## config.mk

```make
export PLATFORM = sky130hd
export DESIGN_NAME = color_freq_meter
export DESIGN_NICKNAME = d
export VERILOG_FILES = /design/src/rtl/color_freq_meter.sv
export SDC_FILE = /design/constraint.sdc
export NUM_CORES = 1
export LEC_CHECK = 0
export ABC_AREA = 1
export ABC_CLOCK_PERIOD_IN_PS = 3000
export CAP_MARGIN = 20
export CORE_UTILIZATION = 39
export DETAILED_ROUTE_END_ITERATION = 16
export PLACE_DENSITY = 0.59
export SKIP_CTS_REPAIR_TIMING = 1
export SKIP_LAST_GASP = 1
export SYNTH_ARGS = -nofsm -noshare
export SYNTH_HDL_FRONTEND = slang
export SYNTH_SLANG_ARGS = --single-unit
export TNS_END_PERCENT = 1
```

## constraint.sdc

```tcl
create_clock -name clk -period 3 [get_ports clk]
set_input_delay 0.6 -clock clk [delete_from_list [all_inputs] [get_ports clk]]
set_output_delay 0.6 -clock clk [all_outputs]
set_load 0.005 [all_outputs]
```

## src/rtl/color_freq_meter.sv

```systemverilog
// Colour-sensor frequency meter: sweeps the S2/S3 filter selects over up to four
// channels and counts synchronised sensor rising edges over a fixed gate window.
module color_freq_meter #(
  parameter int unsigned GATE_CYCLES   = 1000,
  parameter int unsigned SETTLE_CYCLES = 16,
  parameter int unsigned CNT_W         = 16,
  parameter int unsigned NUM_CH        = 4
) (
  input  logic             clk,
  input  logic             reset,
  input  logic             enable,
  input  logic             sensor,
  output logic             s2,
  output logic             s3,
  output logic [CNT_W-1:0] count,
  output logic [1:0]       count_ch,
  output logic             count_valid,
  output logic             overflow,
  output logic             frame_done,
  output logic             busy
);

  localparam logic [1:0] ST_IDLE    = 2'd0;
  localparam logic [1:0] ST_SETTLE  = 2'd1;
  localparam logic [1:0] ST_GATE    = 2'd2;
  localparam logic [1:0] ST_PUBLISH = 2'd3;

  localparam int unsigned TMR_MAX = (GATE_CYCLES > SETTLE_CYCLES) ? GATE_CYCLES : SETTLE_CYCLES;
  localparam int unsigned TMR_W   = (TMR_MAX > 1) ? $clog2(TMR_MAX) : 1;

  localparam logic [TMR_W-1:0] SETTLE_LAST = TMR_W'(SETTLE_CYCLES - 1);
  localparam logic [TMR_W-1:0] GATE_LAST   = TMR_W'(GATE_CYCLES - 1);
  localparam logic [CNT_W-1:0] CNT_MAX     = '1;
  localparam logic [1:0]       LAST_CH     = 2'(NUM_CH - 1);

  logic [1:0]       state, state_d;
  logic [TMR_W-1:0] timer, timer_d;
  logic [1:0]       ch, ch_d;
  logic [CNT_W-1:0] cnt, cnt_d;
  logic             sticky, sticky_d;
  logic             sync1, sync2, sync3;
  logic             edge_c;

  logic             s2_d, s3_d, count_valid_d, overflow_d, frame_done_d, busy_d;
  logic [CNT_W-1:0] count_d;
  logic [1:0]       count_ch_d;

  // Two-flop synchroniser plus previous-value register for rising-edge detection
  always_ff @(posedge clk or negedge reset) begin
    if (!reset) begin
      sync1 <= 1'b0;
      sync2 <= 1'b0;
      sync3 <= 1'b0;
    end else begin
      sync1 <= sensor;
      sync2 <= sync1;
      sync3 <= sync2;
    end
  end

  assign edge_c = sync2 & ~sync3;

  // State, counters and all outputs are registered here
  always_ff @(posedge clk or negedge reset) begin
    if (!reset) begin
      state       <= ST_IDLE;
      timer       <= '0;
      ch          <= '0;
      cnt         <= '0;
      sticky      <= 1'b0;
      s2          <= 1'b0;
      s3          <= 1'b0;
      count       <= '0;
      count_ch    <= '0;
      count_valid <= 1'b0;
      overflow    <= 1'b0;
      frame_done  <= 1'b0;
      busy        <= 1'b0;
    end else begin
      state       <= state_d;
      timer       <= timer_d;
      ch          <= ch_d;
      cnt         <= cnt_d;
      sticky      <= sticky_d;
      s2          <= s2_d;
      s3          <= s3_d;
      count       <= count_d;
      count_ch    <= count_ch_d;
      count_valid <= count_valid_d;
      overflow    <= overflow_d;
      frame_done  <= frame_done_d;
      busy        <= busy_d;
    end
  end

  // Next-state and next-output logic; the strobe is raised on the edge entering PUBLISH
  always_comb begin
    state_d       = state;
    timer_d       = timer;
    ch_d          = ch;
    cnt_d         = cnt;
    sticky_d      = sticky;
    count_d       = count;
    count_ch_d    = count_ch;
    overflow_d    = overflow;
    count_valid_d = 1'b0;
    frame_done_d  = 1'b0;

    case (state)
      ST_IDLE: begin
        if (enable) begin
          state_d = ST_SETTLE;
          timer_d = '0;
          ch_d    = '0;
        end
      end
      ST_SETTLE: begin
        if (timer == SETTLE_LAST) begin
          state_d  = ST_GATE;
          timer_d  = '0;
          cnt_d    = '0;
          sticky_d = 1'b0;
        end else begin
          timer_d = timer + TMR_W'(1);
        end
      end
      ST_GATE: begin
        if (edge_c) begin
          if (cnt == CNT_MAX) sticky_d = 1'b1;
          else                cnt_d    = cnt + CNT_W'(1);
        end
        if (timer == GATE_LAST) begin
          state_d       = ST_PUBLISH;
          timer_d       = '0;
          count_d       = cnt_d;
          overflow_d    = sticky_d;
          count_ch_d    = ch;
          count_valid_d = 1'b1;
          frame_done_d  = (ch == LAST_CH);
        end else begin
          timer_d = timer + TMR_W'(1);
        end
      end
      ST_PUBLISH: begin
        if (enable) begin
          state_d = ST_SETTLE;
          ch_d    = (ch == LAST_CH) ? 2'd0 : ch + 2'd1;
        end else begin
          state_d = ST_IDLE;
          ch_d    = '0;
        end
      end
      default: state_d = ST_IDLE;
    endcase

    // Filter code tracks the channel that will be active next cycle
    busy_d = (state_d != ST_IDLE);
    s2_d   = (ch_d == 2'd1) || (ch_d == 2'd3);
    s3_d   = (ch_d == 2'd1) || (ch_d == 2'd2);
  end

endmodule
```

# After elaboration in Yosys (flattened, before gate mapping)
# Index checks and enable logic that the tools add are counted.
dict set report totals {
  in_bits 4
  ff_bits 58
  word_cells 67
  output_inout_bits 24
}
dict set report op_classes {
  muxes 25
  bitwise 2
  n_reduce_logical 9
  n_addsub 3
  n_eq_ne 12
}
# cell count
set op_table {}
lappend op_table {{two-way mux 16 bit} 3}
lappend op_table {{one-hot mux 16 bit (2 select lines)} 1}
lappend op_table {{two-way mux 10 bit} 3}
lappend op_table {{one-hot mux 10 bit (3 select lines)} 1}
lappend op_table {{adder 16 x 1 -> 16 bit (second input constant)} 1}
lappend op_table {{== test 16 bit (second input constant)} 1}
lappend op_table {{two-way mux 2 bit} 6}
lappend op_table {{adder 10 x 1 -> 10 bit (second input constant)} 1}
lappend op_table {{== test 10 bit (second input constant)} 1}
lappend op_table {{== test 10 x 4 -> 1 bit (second input constant)} 1}
lappend op_table {{== test 2 bit (second input constant)} 5}
lappend op_table {{two-way mux 1 bit} 8}
lappend op_table {{one-hot mux 2 bit (4 select lines)} 1}
lappend op_table {{AND reduction 2 bit} 3}
lappend op_table {{== test 2 x 1 -> 1 bit (second input constant)} 2}
lappend op_table {{!= test 2 bit (second input constant)} 2}
lappend op_table {{one-hot mux 2 bit (2 select lines)} 1}
lappend op_table {{nonzero test 2 bit} 2}
lappend op_table {{nonzero test 3 bit} 1}
lappend op_table {{adder 2 x 1 -> 2 bit (second input constant)} 1}
lappend op_table {{logical NOT 2 bit} 1}
lappend op_table {{logical OR 1 bit} 2}
lappend op_table {{one-hot mux 1 bit (2 select lines)} 1}
lappend op_table {{AND 1 bit} 1}
lappend op_table {{inverter 1 bit} 1}

# Longest topological paths before layout
dict set report depth {
  ltp_word 6
  ltp_mapped 11
  ltp_nobuf 11
}

# Worst setup path after synthesis
# No wires, ideal clock.
dict set report synth_timing {
  path_type {register to register}
  startpoint {reg state[0]}
  endpoint {reg timer[3]}
  setup_time_ns 0.135
  stages_incl_launch_ff 9
  period_less_slack_ns 1.690
  t_arrival_ns 1.555
  path_slack_ns 1.310
  n_path_buf 0
  required_ns 2.865
  cell_sequence {dfrtp_1 -> inv_1 -> ha_1 -> inv_1 -> a21oi_2 -> inv_2 -> nor2_1 -> xor2_1 -> a21oi_1}
}
dict set report synth_between {
  elab_chain_cells 3
}
# item line_no
set synth_rtl {}
lappend synth_rtl {{start: declaration} 36} ;# logic [1:0] state, state_d;
lappend synth_rtl {{start signal: assignment} 80} ;# state <= state_d;
lappend synth_rtl {{== test 2 bit, or another cell as far along} 109} ;# case (state)
lappend synth_rtl {{nonzero test 3 bit (no source line) / != test 2 bit (equally long branches)} n/a}
lappend synth_rtl {{AND reduction 2 bit (no source line)} n/a}
lappend synth_rtl {{end signal: assignment} 81} ;# timer <= timer_d;
lappend synth_rtl {{end: declaration} 37} ;# logic [TMR_W-1:0] timer, timer_d;
# Parallel ways exist; a longest one is shown, timed or not.
# A chain may end at the register's enable or synchronous reset.

# Worst setup path in the final report
# Ends and elaborated chain as after synthesis.

==> impl_summary.log <==
[metrics] result of the run: finished clean
[metrics] number of vias after detailed routing: 2,585
[metrics] most common cell after layout, fill and taps aside: nand2_1
[metrics] pre-CTS worst setup slack: 0.8614 ns
[metrics] worst hold slack: 0.1618 ns
[metrics] post-synth design cell area: 3032 um^2
[metrics] area post-placement: 3390 um^2
[metrics] Post-Route Setup TNS: 0 ns
[metrics] Hold WC Path Type: input pin to asynchronous set/reset pin
[metrics] HPWL after DPL: 4544 um
[metrics] Synth cell types: 30
[metrics] final critical-path required period: 1.940 ns
[metrics] Ant. Diodes: 0
[metrics] CTS max path bufs: 2
[metrics] combinational fraction of design power: 17.8%
[metrics] Buffers on Ports: 27
[metrics] final routed wirelength across all metal layers: 6448 um
[metrics] critical path class: flop to flop
[metrics] share of total power in sequential cells: 45.7%
[metrics] first-pass GRT wire length: 11,430 um
[metrics] First DRT Iteration DRCs: 152
[metrics] Clk pin slew, worst setup/hold paths: 0.07 ns
[metrics] vias per cell: 4.814
[metrics] largest vdd supply drop: 0.3426 mV
[metrics] sink count of the clock tree: 57
[metrics] setup slack of the most critical reg-to-reg path: 1.06 ns
[metrics] routed length per instance: 12.01 um
[metrics] antenna violations before repair: 0
[metrics] number of endpoints with negative hold slack in the final report: 0
[metrics] Die Outline Area: 8130 um^2
[metrics] transition time at the pin with the least slew margin: 0.8048 ns
[metrics] Pint: 1.231 mW
[metrics] commonest non-fill, non-tap cells in the layout: nand2_1, dfrtp_1, inv_1, nand3_1, nor2_1
[metrics] Synth Register Bits: 57
[metrics] startpoint of the worst register-to-register path: state[0]
[metrics] Leak: 1.796 nW
[metrics] layer with the highest usage after global routing: met2
[metrics] min setup slack post-route: 1.060 ns
[metrics] data arrival time of the critical path: 2.14 ns
[metrics] Inst Count DP: 521
[metrics] remaining number of nets flagged by the antenna check after routing: 0
[metrics] global-route met3 utilization: 3.469%
[metrics] Setup crit end kind: flop
[metrics] core utilization of the finished layout: 48.46%
[metrics] sum of overflow across all layers after global routing: 0
[metrics] core outline area: 7370 um^2
[metrics] power share of the clock group: 36.4%
[metrics] Ports: 28
[metrics] cell area after layout: 3571 um^2
[metrics] final net count: 444
[metrics] worst setup skew after layout: 0.006815 ns
[metrics] number of design rule violations left after detail routing: 0
[metrics] post-synthesis instance total: 400
[metrics] PnR Total Power: 1.797 mW
[metrics] initial core utilization: 41.14%
[metrics] share of total power consumed by net switching: 31.53%
[metrics] setup repair after global routing missed its margin: no
[metrics] Data required, critical path: 3.20 ns
[metrics] height of the chip: 90.17 um
[metrics] share of the clock period used by the worst path after layout: 64.66%
[metrics] number of max-cap violations: 0
[metrics] met1 track utilization from global routing: 23.47%
[metrics] reported net switching power: 566.8 uW
[metrics] Non-Filler Instances: 537
[metrics] Max Freq: 0.5155 GHz
[metrics] RePlAce Congestion: 0.8317
[metrics] clock tree root driver cell: clkbuf_8
[metrics] terminus of the critical flop-to-flop path: timer[3]
[metrics] via count of the first global-routing pass: 2,484
[metrics] power per standard cell area: 503.4 nW/um^2
[metrics] met2 track demand over resource in global routing: 27.86%
[metrics] width of the die: 90.17 um
[metrics] max-slew violation count: 0
[metrics] Layout area overhead: 17.79%
[metrics] average size of a mapped cell: 7.579 um^2
[metrics] Setup Viol. Count Final: 0
[metrics] ratio of cells with drive above 1 in the final layout: 9.132%
[metrics] number of cell instances on the worst register-to-register path: 8
[metrics] overall fraction of global-route tracks in use: 17.85%
[metrics] post-synthesis sequential area ratio: 47.05%
[metrics] total number of yosys warnings: 0
[metrics] 1st-pass router iterations: 4
[metrics] later-pin clock latency in the skew report: 0.34 ns
[metrics] tightest slew margin relative to the limit: 46.34%
[metrics] startpoint kind of the worst setup timing path: flop
[metrics] largest net degree at the start of global routing: 43
[metrics] CTS H-Tree Depth: 3
[metrics] number of buffers created by CTS: 9
[metrics] TritonCTS clock tree: done
[metrics] Worst Path Max Fanout: 10
[metrics] number of standard-cell rows in the floorplan: 31
[metrics] Net Count, Synth: 411
## cell families (layout without fill, tap and decap cells)
kind of cell	count (synthesis)	in the layout	share of synthesized area, %
AO/OA/AOI/OAI	28	28	5.118
XOR/XNOR	8	8	2.311
adder cells (fa/ha/maj)	7	7	2.889
buffers and inverters	53	91	7.305
flip-flops	57	57	47.05
multiplexers	1	1	0.3302
AND/OR/NAND/NOR	246	246	35.00
## synth_stat cells
master / instances / area, um^2
nand2_1: 154 / 578.1
inv_1: 41 / 153.9
inv_2: 4 / 15.01
o21ai_1: 4 / 20.02
ha_1: 7 / 87.58
nand2_4: 1 / 11.26
xor2_1: 7 / 61.31
mux2i_1: 1 / 10.01
o21ai_2: 1 / 8.760
clkbuf_1: 1 / 3.750
nor2_2: 6 / 37.54
nor3_1: 3 / 15.01
nand3b_1: 4 / 30.03
buf_6: 2 / 22.52
o21bai_1: 2 / 15.01
nor2_1: 30 / 112.6
buf_2: 4 / 20.02
a31oi_1: 1 / 6.260
nand3_1: 34 / 170.2
dfrtp_1: 57 / 1426
a21oi_2: 1 / 8.760
xnor2_1: 1 / 8.760
nor2_8: 1 / 20.02
nor2_4: 1 / 11.26
inv_4: 1 / 6.260
nand2_2: 5 / 31.28
o21ai_0: 10 / 50.05
nand4_1: 7 / 43.79
o22ai_1: 1 / 6.260
a21oi_1: 8 / 40.04
## worst max path at each step
stage / startpoint / end / slack, ns / cells after the start
6_report: state[0] / timer[3] / 1.06 / 8
2_1_floorplan: state[0] / timer[3] / 1.31 / 8
3_3_place_gp: enable / timer[3] / 0.87 / 7
3_5_place_dp: enable / timer[3] / 0.86 / 7
4_1_cts: state[0] / timer[3] / 1.04 / 8
5_1_grt: timer[0] / count[3] / 0.83 / 9
## metal layers
metal  wire, um  vias to the layer above
met5          0                        -
met1       3130                     1206
li1           -                     1321
met3        197                       11
met4        141                        0
met2       2979                       47
## critical path: stages (launching register included)
cell and delay [ns]:
dfrtp_1 0.42, inv_1 0.09, ha_1 0.32, inv_1 0.10, a21oi_2 0.39, inv_2 0.14, nor2_1 0.14, xor2_1 0.15
a21oi_1 0.06
## power by group through the flow
stage | Clock [mW] | Combinational, mW | Sequential, mW
finish | 0.655 | 0.321 | 0.822
global route | 0.706 | 0.365 | 0.826
CTS | 0.680 | 0.325 | 0.822
detailed placement | 0 | 0.321 | 0.836
global placement | 0 | 0.321 | 0.836
floorplan | 0 | 0.227 | 0.832
## flip-flops by register name, summed over array words and instances (netlist names)
name	flops
sync2	1
sync1	1
count	16
count_valid	1
ch	2
frame_done	1
count_ch	2
state	2
overflow	1
sticky	1
timer	10
busy	1
sync3	1
s3	1
cnt	16
## area by class of cell
type,count,area [um^2]
inverter,46,175.2
tap,99,123.9
multi-input combinational,290,1384
sequential,57,1426
fill,718,3799
clock inverter,5,30.03
timing repair buffer,29,280.3
clock buffer,11,151.4
Note: power is estimated with default switching activity, not from simulation.
